**config.mk**
```make
export PLATFORM = sky130hd
export DESIGN_NAME = dual_issue_ctrl
export DESIGN_NICKNAME = d
export VERILOG_FILES = /design/src/rtl/dual_issue_ctrl.sv
export SDC_FILE = /design/constraint.sdc
export NUM_CORES = 1
export LEC_CHECK = 0
export CORE_ASPECT_RATIO = 1.2
export CORE_UTILIZATION = 24
export DETAILED_ROUTE_END_ITERATION = 10
export PLACE_DENSITY = 0.38
export SLEW_MARGIN = 0
export SYNTH_ARGS = -nofsm -noshare
export SYNTH_HDL_FRONTEND = slang
export SYNTH_SLANG_ARGS = --single-unit
```
**constraint.sdc**
```tcl
create_clock -name clk -period 6.7 [get_ports clk]
set_input_delay 1.675 -clock clk [delete_from_list [all_inputs] [get_ports clk]]
set_output_delay 1.675 -clock clk [all_outputs]
set_load 0.02 [all_outputs]
```
**src/rtl/dual_issue_ctrl.sv**
```systemverilog
// rtl/dual_issue_ctrl.sv - in-order dual-issue controller with register scoreboard and halt drain
module dual_issue_ctrl #(
  parameter int MULDIV_LAT = 8,
  parameter int CNT_W      = 4
) (
  input  logic       clk,
  input  logic       rst,
  input  logic       flush,
  input  logic       vld0,
  input  logic       vld1,
  input  logic [4:0] rs1_0,
  input  logic [4:0] rs2_0,
  input  logic [4:0] rd_0,
  input  logic       we_0,
  input  logic       ld_0,
  input  logic       st_0,
  input  logic       br_0,
  input  logic       md_0,
  input  logic       halt_0,
  input  logic [4:0] rs1_1,
  input  logic [4:0] rs2_1,
  input  logic [4:0] rd_1,
  input  logic       we_1,
  input  logic       ld_1,
  input  logic       st_1,
  input  logic       br_1,
  input  logic       md_1,
  input  logic       halt_1,
  input  logic       wb_vld_a,
  input  logic       wb_vld_b,
  input  logic [4:0] wb_rd_a,
  input  logic [4:0] wb_rd_b,
  output logic       issue0,
  output logic       issue1,
  output logic       stall,
  output logic       halted
);

  typedef enum logic [1:0] {S_RUN, S_DRAIN, S_HALTED} state_t;

  state_t           state, state_nxt;
  logic [31:0]      busy, busy_nxt;
  logic [CNT_W-1:0] md_cnt, md_cnt_nxt;

  logic [31:0] wb_mask, eff_busy, set_mask;
  logic        md_busy, ok0, ok1, pair_ok, md_issue, halt_issue;

  // Writebacks landing this cycle bypass the source check; busy[0] is never set,
  // so x0 always reads as ready.
  assign wb_mask  = (wb_vld_a ? (32'd1 << wb_rd_a) : 32'd0)
                  | (wb_vld_b ? (32'd1 << wb_rd_b) : 32'd0);
  assign eff_busy = busy & ~wb_mask;
  assign md_busy  = (md_cnt != '0);

  assign ok0 = vld0 & ~flush & ~eff_busy[rs1_0] & ~eff_busy[rs2_0]
             & ~(we_0 & busy[rd_0]) & ~(md_0 & md_busy);

  assign ok1 = vld1 & ~eff_busy[rs1_1] & ~eff_busy[rs2_1]
             & ~(we_1 & busy[rd_1]) & ~(md_1 & md_busy);

  assign pair_ok = ~halt_0 & ~br_0
                 & ~((ld_1 | st_1) & (ld_0 | st_0))
                 & ~(md_1 & md_0)
                 & ~(we_0 & (rd_0 != 5'd0)
                     & ((rd_0 == rs1_1) | (rd_0 == rs2_1) | (rd_0 == rd_1)));

  always_comb begin
    issue0 = 1'b0;
    issue1 = 1'b0;
    stall  = 1'b0;
    if (!rst) begin
      if (state == S_RUN) begin
        issue0 = ok0;
        issue1 = ok0 & ok1 & pair_ok;
      end
      stall = vld0 & ~issue0;
    end
  end

  assign halted = (state == S_HALTED) & ~rst;

  assign set_mask = ((issue0 & we_0 & (ld_0 | md_0) & (rd_0 != 5'd0)) ? (32'd1 << rd_0) : 32'd0)
                  | ((issue1 & we_1 & (ld_1 | md_1) & (rd_1 != 5'd0)) ? (32'd1 << rd_1) : 32'd0);
  assign busy_nxt = (busy & ~wb_mask) | set_mask;

  assign md_issue   = (issue0 & md_0) | (issue1 & md_1);
  assign halt_issue = (issue0 & halt_0) | (issue1 & halt_1);

  always_comb begin
    md_cnt_nxt = md_cnt;
    if (md_issue)
      md_cnt_nxt = CNT_W'(MULDIV_LAT);
    else if (md_busy)
      md_cnt_nxt = md_cnt - 1'b1;
  end

  // Drain completes on the edge where the last outstanding op retires.
  always_comb begin
    state_nxt = state;
    case (state)
      S_RUN:    if (halt_issue) state_nxt = S_DRAIN;
      S_DRAIN:  if ((busy_nxt == '0) && (md_cnt_nxt == '0)) state_nxt = S_HALTED;
      S_HALTED: state_nxt = S_HALTED;
      default:  state_nxt = S_RUN;
    endcase
  end

  always_ff @(posedge clk) begin
    if (rst) begin
      state  <= S_RUN;
      busy   <= '0;
      md_cnt <= '0;
    end else begin
      state  <= state_nxt;
      busy   <= busy_nxt;
      md_cnt <= md_cnt_nxt;
    end
  end

endmodule

```
==> reports/metrics.sh, run 1 <==
ROUTED_WL_UM=26900
LEAKAGE_nW=2.392
SYNTHESIS.AREA_PER_INSTANCE_UM2=7.352
MAX-VDD-IR-DROP_mV=0.1049
CORE_REGION_AREA_UM2=19550
DRIVE_GT1_SHARE_PCT=23.83
WORST-R2R-CELL-COUNT=16
SYN2LAYOUT_AREA_GROWTH_PCT=42.40
CRITICAL_PATH_CELL_COUNT=12
R2R_END='state[0]'
FLOORPLAN.INITIALDENSITY_PCT=24.56
REMAINING_GLOBAL_ROUTE_OVERFLOW=0
SYNTHARSTFLOPSHARE_PCT=0
CLOCK-SKEW-FINAL_NS=0.01452
DRC_ERRORS=0
DRTPASS1ITERATIONS=5
SYNTH_AREA_UM2=4801
CRITPATHMAXFANOUT=9
INTERNAL_POWER_W=0.0005468
SWITCHING_POWER_W=0.0003198
DETAIL_ROUTE.WL_PER_CELL_UM=25.02
WHS_PATH_DEPTH=2
P_CLK_SHARE_PCT=28.9
IO_PINS=63
SYNTH_FLOP_CELL='sky130_fd_sc_hd__dfxtp_1'
DIEWIDTH_UM=131.1
RRSETUPSLACK_NS=2.68
STATUS='completed'
PLACEMENT.CELL_AREA_UM2=6631
CLK_SINKS=38
CRITICAL-PATH-MAX-STAGE-DELAY_NS=0.55
CRITPATHKIND='in -> out'
POST_SYNTH_INST_COUNT=653
CP-START-KIND='primary input'
ANT_NETS=0
CRITICAL-PATH-TOP-DELAY-FAMILY='multiplexers'
PRE_CTS_WS_NS=-0.4680
SYNTH-EDFF-COUNT=0
BIGGEST_AREA_CONSUMER_AMONG_SYNTHESIZED_CELLS='sky130_fd_sc_hd__dfxtp_1'
GRT_FIRST_PASS_WIRELENGTH_UM=39190
POST_SYNTH_TOP_AREA_SHARE_PCT=15.85
CP-END-KIND='output port'
UNREPAIRED_SETUP_ENDPOINTS_AFTER_GLOBAL_ROUTING='false'
DRT-VIAS-PER-INSTANCE=5.926
FILL_CELLS=2066
PATH_BUF_INV=4
FINISH.NET_COUNT=876
TIMING.CRITICAL_PATH.ARRIVAL_NS=4.94
GRT_ANTENNA_BEFORE_REPAIR=0
FLOORPLAN.DIE_AREA_UM2=20580
DIE_HEIGHT_UM=156.9
SETUP_SLACK_NS=0.08272
MIN_PERIOD_OVER_PERIOD_PCT=98.77
WORST_HOLD_ENDPOINT='md_cnt[2]'
FINAL-SETUP-VIOL-COUNT=0
WORSTREG2REGSTART='md_cnt[0]'
MULTI_INPUT_COMB_AREA_UM2=3827
PLACE_HPWL_UM=21660
SYNTH.YOSYS.SEQ_AREA_SHARE_PCT=15.85
P_SEQ_SHARE_PCT=28.8
RD_PLACE_CONGESTION=0.9637
CLASS_OF_THE_MOST_CRITICAL_HOLD_TIMING_PATH='reg -> reg'
FINAL-HOLD-VIOLATION-COUNT=0
NETLIST_TOP_CELLS_AREA='sky130_fd_sc_hd__dfxtp_1 16%, sky130_fd_sc_hd__mux4_2 7.5%, sky130_fd_sc_hd__o221ai_1 6.2%'
LAYOUT_MIN_CYCLE_TIME_NS=6.617
SYNTH.NET_COUNT=716
SYNTH.FF_LATCH_COUNT=38
GRT_START_MAX_NET_PINS=44
CTS-HTREE-LEVELS=2
TRACK_USAGE_PCT=25.66
WORSTHOLDSTART='md_cnt[2]'
SETUP-TNS-FINAL_NS=0
CRITICAL_PATH.CELL_CHAIN='clkdlybuf4s50_1, buf_12, mux4_1, mux2_2, mux4_2, nand2_2, o311ai_4, nor3_4, buf_6, nand2_1, and3_1, dlygate4sd2_1'
TRANSITION_AT_THE_PIN_WITH_THE_SMALLEST_MAX_TRANSITION_SLACK_NS=1.013
ROUTED-VIA-COUNT=6370
CLKTRANSATPATHREGS_NS=0.07
POWER.SWITCHING_FRACTION_PCT=36.90
LAYOUT.CELL_AREA.NON_FILLER_UM2=6837
CTS_MAX_PATH_BUFFERS=2
SLEW_VIOL_FINAL=0
ROWS=56
CP_SLOWEST_CELL='sky130_fd_sc_hd__mux4_1'
WORST-ENDPOINT-REQUIRED_NS=5.03
HOLDBUFCOUNTCTS=0
MAX_FREQ_GHz=0.1511
CLKLATENCYLATEPIN_NS=0.29
SLEW_HEADROOM_PCT=31.84
POWER-PER-CELL-AREA_nW_PER_UM2=126.8
NUMPORTBUFFERS=61
SYNTH_WARNINGS=0
NUMCTSBUFFERS=5
LAYOUT.AREA.SEQ_UM2=760.7
FINAL_CORE_UTIL_PCT=34.97
ANTENNA_CELLS_INSERTED=0
CAP_VIOL_MAX_COUNT=0
BUFFER_TYPE_AT_THE_CLOCK_TREE_ROOT='sky130_fd_sc_hd__clkbuf_16'
SHARE_COMB_OF_TOTAL_POWER_PCT=42.3
INITIALDRTVIOLATIONCOUNT=562
SYNTH_CELL_TYPES=70
VIAS_IN_THE_FIRST_GLOBAL_ROUTE=6201
CTS_TREE='yes'
-- sequential cells by signal, indices dropped and copies added, names as in the netlist --
| signal | count |
|---|---|
| busy | 32 |
| state | 2 |
| md_cnt | 4 |
-- power by group through the flow --
| stage | Sequential [W] | Clock, W | Combinational [W] |
|---|---|---|---|
| floorplan | 0.000251 | 0 | 0.000214 |
| global placement | 0.000253 | 0 | 0.000356 |
| detailed placement | 0.000255 | 0 | 0.000360 |
| CTS | 0.000249 | 0.000253 | 0.000362 |
| global route | 0.000251 | 0.000263 | 0.000397 |
| finish | 0.000250 | 0.000251 | 0.000366 |
-- Yosys cell counts (7+ instances only) --
cell / n
sky130_fd_sc_hd__o211ai_1: 8
sky130_fd_sc_hd__inv_1: 23
sky130_fd_sc_hd__o221ai_1: 34
sky130_fd_sc_hd__nor2b_1: 12
sky130_fd_sc_hd__nand4_1: 18
sky130_fd_sc_hd__mux2i_1: 9
sky130_fd_sc_hd__or2_2: 7
sky130_fd_sc_hd__a21oi_1: 26
sky130_fd_sc_hd__mux4_2: 16
sky130_fd_sc_hd__nand2b_1: 19
sky130_fd_sc_hd__o22ai_1: 18
sky130_fd_sc_hd__a31oi_1: 13
sky130_fd_sc_hd__nand4b_1: 7
sky130_fd_sc_hd__xor2_1: 10
sky130_fd_sc_hd__o31ai_1: 9
sky130_fd_sc_hd__nor2_1: 67
sky130_fd_sc_hd__nand2_1: 53
sky130_fd_sc_hd__nand3_1: 19
sky130_fd_sc_hd__clkbuf_1: 34
sky130_fd_sc_hd__o32ai_1: 8
sky130_fd_sc_hd__dfxtp_1: 38
sky130_fd_sc_hd__o21ai_0: 32
sky130_fd_sc_hd__nor4_1: 12
sky130_fd_sc_hd__nor3_1: 46
sky130_fd_sc_hd__xnor2_1: 7
-- worst reg2reg max path: stages, from the launching register on --
cell	delay (ns)
sky130_fd_sc_hd__dfxtp_1	0.35
sky130_fd_sc_hd__inv_1	0.07
sky130_fd_sc_hd__ha_1	0.22
sky130_fd_sc_hd__or3b_2	0.55
sky130_fd_sc_hd__a21oi_1	0.18
sky130_fd_sc_hd__buf_4	0.17
sky130_fd_sc_hd__o211ai_1	0.10
sky130_fd_sc_hd__o31ai_1	0.29
sky130_fd_sc_hd__o22ai_1	0.20
sky130_fd_sc_hd__nor2_1	0.21
sky130_fd_sc_hd__buf_4	0.16
sky130_fd_sc_hd__nand3_2	0.14
sky130_fd_sc_hd__or3_1	0.43
sky130_fd_sc_hd__and3_1	0.18
sky130_fd_sc_hd__and4_4	0.20
sky130_fd_sc_hd__and3_4	0.17
sky130_fd_sc_hd__a211o_1	0.27
-- cells in the final DEF (no fill, tap or decap), types with 4 or more instances in the layout --
master	instances
sky130_fd_sc_hd__a211oi_1	4
sky130_fd_sc_hd__o31ai_1	8
sky130_fd_sc_hd__nand4b_1	7
sky130_fd_sc_hd__clkdlybuf4s50_1	58
sky130_fd_sc_hd__nor2_1	67
sky130_fd_sc_hd__o32ai_1	8
sky130_fd_sc_hd__or2_2	7
sky130_fd_sc_hd__buf_4	133
sky130_fd_sc_hd__o211ai_1	8
sky130_fd_sc_hd__o21ai_0	32
sky130_fd_sc_hd__mux4_2	16
sky130_fd_sc_hd__buf_12	4
sky130_fd_sc_hd__o21a_1	6
sky130_fd_sc_hd__nand2_1	52
sky130_fd_sc_hd__a32oi_1	5
sky130_fd_sc_hd__mux2i_1	9
sky130_fd_sc_hd__mux2_2	5
sky130_fd_sc_hd__o221ai_1	33
sky130_fd_sc_hd__nand2b_1	19
sky130_fd_sc_hd__nand3_1	19
sky130_fd_sc_hd__nand4_1	18
sky130_fd_sc_hd__and4_1	4
sky130_fd_sc_hd__ha_1	4
sky130_fd_sc_hd__a22oi_1	6
sky130_fd_sc_hd__dfxtp_1	38
sky130_fd_sc_hd__nand4bb_1	6
sky130_fd_sc_hd__and2_1	5
sky130_fd_sc_hd__inv_1	23
sky130_fd_sc_hd__clkbuf_16	5
sky130_fd_sc_hd__nor4_1	11
sky130_fd_sc_hd__xor2_1	10
sky130_fd_sc_hd__o22ai_1	18
sky130_fd_sc_hd__nor2b_1	12
sky130_fd_sc_hd__nor3_1	43
sky130_fd_sc_hd__a31oi_1	13
sky130_fd_sc_hd__a21oi_1	26
sky130_fd_sc_hd__xnor2_1	7
-- how the worst max path moves through the flow --
stage	slack, ns	end	start
final	0.08	stall	rd_0[0]
after detailed placement	-0.47	issue1	wb_rd_b[1]
after CTS	0.001	issue1	wb_rd_b[1]
after global routing	0.001	stall	rd_0[0]
after floorplan	0.82	issue1	rd_0[0]
after global placement	-0.51	issue1	wb_rd_b[1]
-- area by class of cell --
class	instances	share of cell area (%)
tap	261	4.777
timing repair buffer	198	24.63
sequential	38	11.13
clock inverter	2	0.1830
inverter	23	1.263
multi-input combinational	547	55.98
clock buffer	6	2.031
-- stage by stage --
step	std cells	total power (W)	hold slack, ns
finish	1075	0.0008665	0.5300
global route	1075	0.0009103	0.5629
CTS	1075	0.0008644	0.5333
detailed placement	1067	0.0006146	0.5209
global placement	1067	0.0006093	0.4989
floorplan	653	0.0004651	0.4812
-- layer usage --
layer  up-vias  wire (um)  track usage (%)
met1      3076      10970            31.39
met2       336      12530            44.33
met4         0       1520            13.45
li1       2879          -                -
met3        79       1878            2.995
met5         -          0                0
-- cells by family (layout without fill, tap and decap cells) --
logic type | Yosys count | after routing | share of synthesized area (%)
xor+xnor | 17 | 17 | 3.101
fa+ha+maj | 4 | 4 | 1.043
simple gates | 297 | 297 | 33.41
compound gates | 196 | 196 | 28.75
mux | 33 | 33 | 12.20
flops | 38 | 38 | 15.85
buf+inv | 68 | 229 | 5.655
-- repair_timing --
item                                    CTS  global route
pin swaps                                 1             2
endpoints found under the setup margin    3             3
setup buffers                             0             0
cloned                                    0             0
resized for setup                         8            14
Note: power is estimated with default switching activity, not from simulation.
==> inputs of run 2 (changes only) <==
==> constraint.sdc (replaced) <==
create_clock -name clk -period 8.6 [get_ports clk]
set_input_delay 2.15 -clock clk [delete_from_list [all_inputs] [get_ports clk]]
set_output_delay 2.15 -clock clk [all_outputs]
set_load 0.02 [all_outputs]
==> reports/metrics.sh, run 2 (synthesized netlist as in run 1, its figures left out) <==
PLACE_HPWL_UM=19740  # -8.8%
LEAKAGE_nW=1.970  # -18%
FINAL-HOLD-VIOLATION-COUNT=0  # unchanged
CRITPATHMAXFANOUT=20  # +11
CTS_MAX_PATH_BUFFERS=2  # unchanged
NUMPORTBUFFERS=61  # unchanged
SETUP_SLACK_NS=0.3623  # +0.2796 ns
FILL_CELLS=2082  # +0.77%
CLK_SINKS=38  # unchanged
REGISTERS_WITH_THE_HIGHEST_FLIP_FLOP_COUNTS='busy: 32 flops, md_cnt: 4 flops, state: 2 flops'
DRIVE_GT1_SHARE_PCT=13.20  # -11 points
CP-END-KIND='output port'
WORST-R2R-CELL-COUNT=15  # -1
GRT_START_MAX_NET_PINS=45  # +2.3%
MAX_FREQ_GHz=0.1214
GRT_FIRST_PASS_WIRELENGTH_UM=36780  # -6.1%
CRITICAL-PATH-MAX-STAGE-DELAY_NS=0.67  # +0.12 ns
UNREPAIRED_SETUP_ENDPOINTS_AFTER_GLOBAL_ROUTING='false'
FLOORPLAN.INITIALDENSITY_PCT=24.56  # unchanged
CRITICAL_PATH.CELL_CHAIN='clkdlybuf4s50_1, buf_4, mux4_1, mux2_2, mux4_2, nand2_1, o311ai_1, nor3_4, nand3_2, nor4_4, clkdlybuf4s50_1'
PRE_CTS_WS_NS=0.3797  # +0.8476 ns
CLASS_OF_THE_MOST_CRITICAL_HOLD_TIMING_PATH='reg -> reg'
CORE_REGION_AREA_UM2=19550  # unchanged
TIMING.CRITICAL_PATH.FROM='rd_0[0]'
BUFFER_TYPE_AT_THE_CLOCK_TREE_ROOT='sky130_fd_sc_hd__clkbuf_16'
POWER-PER-CELL-AREA_nW_PER_UM2=115.9  # -8.6%
DETAIL_ROUTE.WL_PER_CELL_UM=25.44  # +1.7%
LAYOUT_MIN_CYCLE_TIME_NS=8.238
FLOORPLAN.DIE_AREA_UM2=20580  # unchanged
CTS_SETUP_BUFFERS=0  # unchanged
CRITICAL_PATH.MOST_COMMON_CELL='sky130_fd_sc_hd__clkdlybuf4s50_1'
DRTPASS1ITERATIONS=5  # unchanged
CTS-HTREE-LEVELS=2  # unchanged
REMAINING_GLOBAL_ROUTE_OVERFLOW=0  # unchanged
SLEW_VIOL_FINAL=0  # unchanged
INITIALDRTVIOLATIONCOUNT=631  # +12%
CLKTRANSATPATHREGS_NS=0.07  # about the same
ANTENNA_CELLS_INSERTED=0  # unchanged
SETUP.WORST_PATH.END='issue1'
NUMCTSBUFFERS=5  # unchanged
LAYOUT.CELL_AREA.NON_FILLER_UM2=6122  # -10%
FINISH.NET_COUNT=789  # -9.9%
R2R_END='state[0]'
RD_PLACE_CONGESTION=0.9542  # -0.99%
ROWS=56  # unchanged
MOSTFREQUENTLAYOUTCELLS='67 x sky130_fd_sc_hd__nor2_1, 61 x sky130_fd_sc_hd__clkdlybuf4s50_1, 53 x sky130_fd_sc_hd__nand2_1, 50 x sky130_fd_sc_hd__buf_4, 46 x sky130_fd_sc_hd__nor3_1'
RRSETUPSLACK_NS=4.33  # +1.65 ns
CLOCK-SKEW-FINAL_NS=0.01107  # -0.003456 ns
BIGGEST_REGISTER='busy'
GRT_ANTENNA_BEFORE_REPAIR=0  # unchanged
VIAS_IN_THE_FIRST_GLOBAL_ROUTE=5588  # -9.9%
WORST-ENDPOINT-REQUIRED_NS=6.45  # +1.42 ns
DIEWIDTH_UM=131.1  # unchanged
ROUTED-VIA-COUNT=5981  # -6.1%
CLKLATENCYLATEPIN_NS=0.29  # about the same
HOLDBUFCOUNTCTS=0  # unchanged
POWER_W=0.0007096  # -18%
CP_SLOWEST_CELL='sky130_fd_sc_hd__clkdlybuf4s50_1'
DRT-VIAS-PER-INSTANCE=6.054  # +2.2%
SLEW_HEADROOM_PCT=34.90  # +3.1 points
PLACEMENT.CELL_AREA_UM2=5928  # -11%
CTS_TREE='yes'
ROUTED_WL_UM=25130  # -6.6%
LARGEST_REG_FLOPS=32  # unchanged
SETUP-TNS-FINAL_NS=0  # unchanged
TRACK_USAGE_PCT=24.04  # -1.6 points
DIE_HEIGHT_UM=156.9  # unchanged
CP-START-KIND='primary input'
CRITPATHKIND='in -> out'
IO_PINS=63  # unchanged
TIMING.CRITICAL_PATH.ARRIVAL_NS=6.09  # +1.15 ns
MAX-VDD-IR-DROP_mV=0.09689  # -7.6%
STATUS='completed'
SYN2LAYOUT_AREA_GROWTH_PCT=27.52
RESIZE_COUNT_POST_CTS=0  # -8
TRANSITION_AT_THE_PIN_WITH_THE_SMALLEST_MAX_TRANSITION_SLACK_NS=0.9676  # -0.04549 ns
FINAL-SETUP-VIOL-COUNT=0  # unchanged
MIN_PERIOD_OVER_PERIOD_PCT=95.79
ANT_NETS=0  # unchanged
LAYOUT.CELLS.MOST_COMMON='sky130_fd_sc_hd__nor2_1'
CAP_VIOL_MAX_COUNT=0  # unchanged
DRC_ERRORS=0  # unchanged
WORSTREG2REGSTART='md_cnt[0]'
==> run 2: cell count changes in the layout (fill, tap and decap cells not counted), moves of 3 or more <==
| cell | previous run | this run |
|---|---|---|
| sky130_fd_sc_hd__buf_12 | 4 | 0 |
| sky130_fd_sc_hd__buf_4 | 133 | 50 |
| sky130_fd_sc_hd__clkdlybuf4s50_1 | 58 | 61 |
| sky130_fd_sc_hd__nor3_1 | 43 | 46 |
| sky130_fd_sc_hd__nor3_2 | 3 | 0 |
==> run 2: cell type report <==
type                    instances  area (um^2)  area share (%)
clock buffers                   5        125.1           2.044
well taps                     261        326.6           5.334
repair buffers                111        985.9           16.10
inverters                      23        86.33           1.410
flip-flops and latches         38        760.7           12.43
clock inverters                 3        68.82           1.124
multi-input cells             547         3769           61.56
==> run 2: through the flow <==
stage	utilization [%]	hold slack [ns]	std cells
4_1_cts	31.32	0.5192	988
2_1_floorplan	-	0.4812	653
3_5_place_dp	30.33	0.5090	980
3_3_place_gp	30.33	0.5082	980
6_report	31.32	0.5212	988
5_1_grt	31.32	0.5491	988
==> run 2: critical path, delay by kind of cell <==
family / cells / cell delay [ns]
AND/OR/NAND/NOR: 4 / 0.92
multiplexers: 3 / 1.38
AO/OA/AOI/OAI: 1 / 0.20
buffers and inverters: 3 / 1.43
==> run 2: how the worst min path moves through the flow <==
stage	slack, ns	from	to	depth (start not counted)
floorplan	0.48	md_cnt[3]	md_cnt[2]	2
global placement	0.51	md_cnt[2]	md_cnt[2]	2
detailed placement	0.51	md_cnt[2]	md_cnt[2]	2
CTS	0.52	busy[0]	busy[0]	2
global route	0.55	md_cnt[2]	md_cnt[2]	2
finish	0.52	md_cnt[3]	md_cnt[2]	2
==> run 2: where the power goes <==
group / internal [W] / switching (W) / leakage [nW]
clock: 0.000167 / 0.0000837 / 0.0940
combinational: 0.000110 / 0.000154 / 1.57
sequential: 0.000185 / 0.00000940 / 0.307
total: 0.000462 / 0.000247 / 1.97
==> run 2: per-layer routing <==
| metal | part of all wire (%) | GRT usage [%] |
|---|---|---|
| met2 | 45 | 38.63 |
| met1 | 41 | 30.77 |
| met4 | 5.8 | 13.50 |
| met3 | 8.0 | 3.736 |
| met5 | 0 | 0 |
==> inputs of run 3 (changes only) <==
--- a/config.mk
+++ b/config.mk
@@ -8,6 +8,7 @@
 export CORE_ASPECT_RATIO = 1.2
 export CORE_UTILIZATION = 24
 export DETAILED_ROUTE_END_ITERATION = 10
+export HOLD_SLACK_MARGIN = 0.1
 export PLACE_DENSITY = 0.38
 export SLEW_MARGIN = 0
 export SYNTH_ARGS = -nofsm -noshare
==> results of run 3 <==
No change in the layout: final DEF, timing and power equal those of run 2.
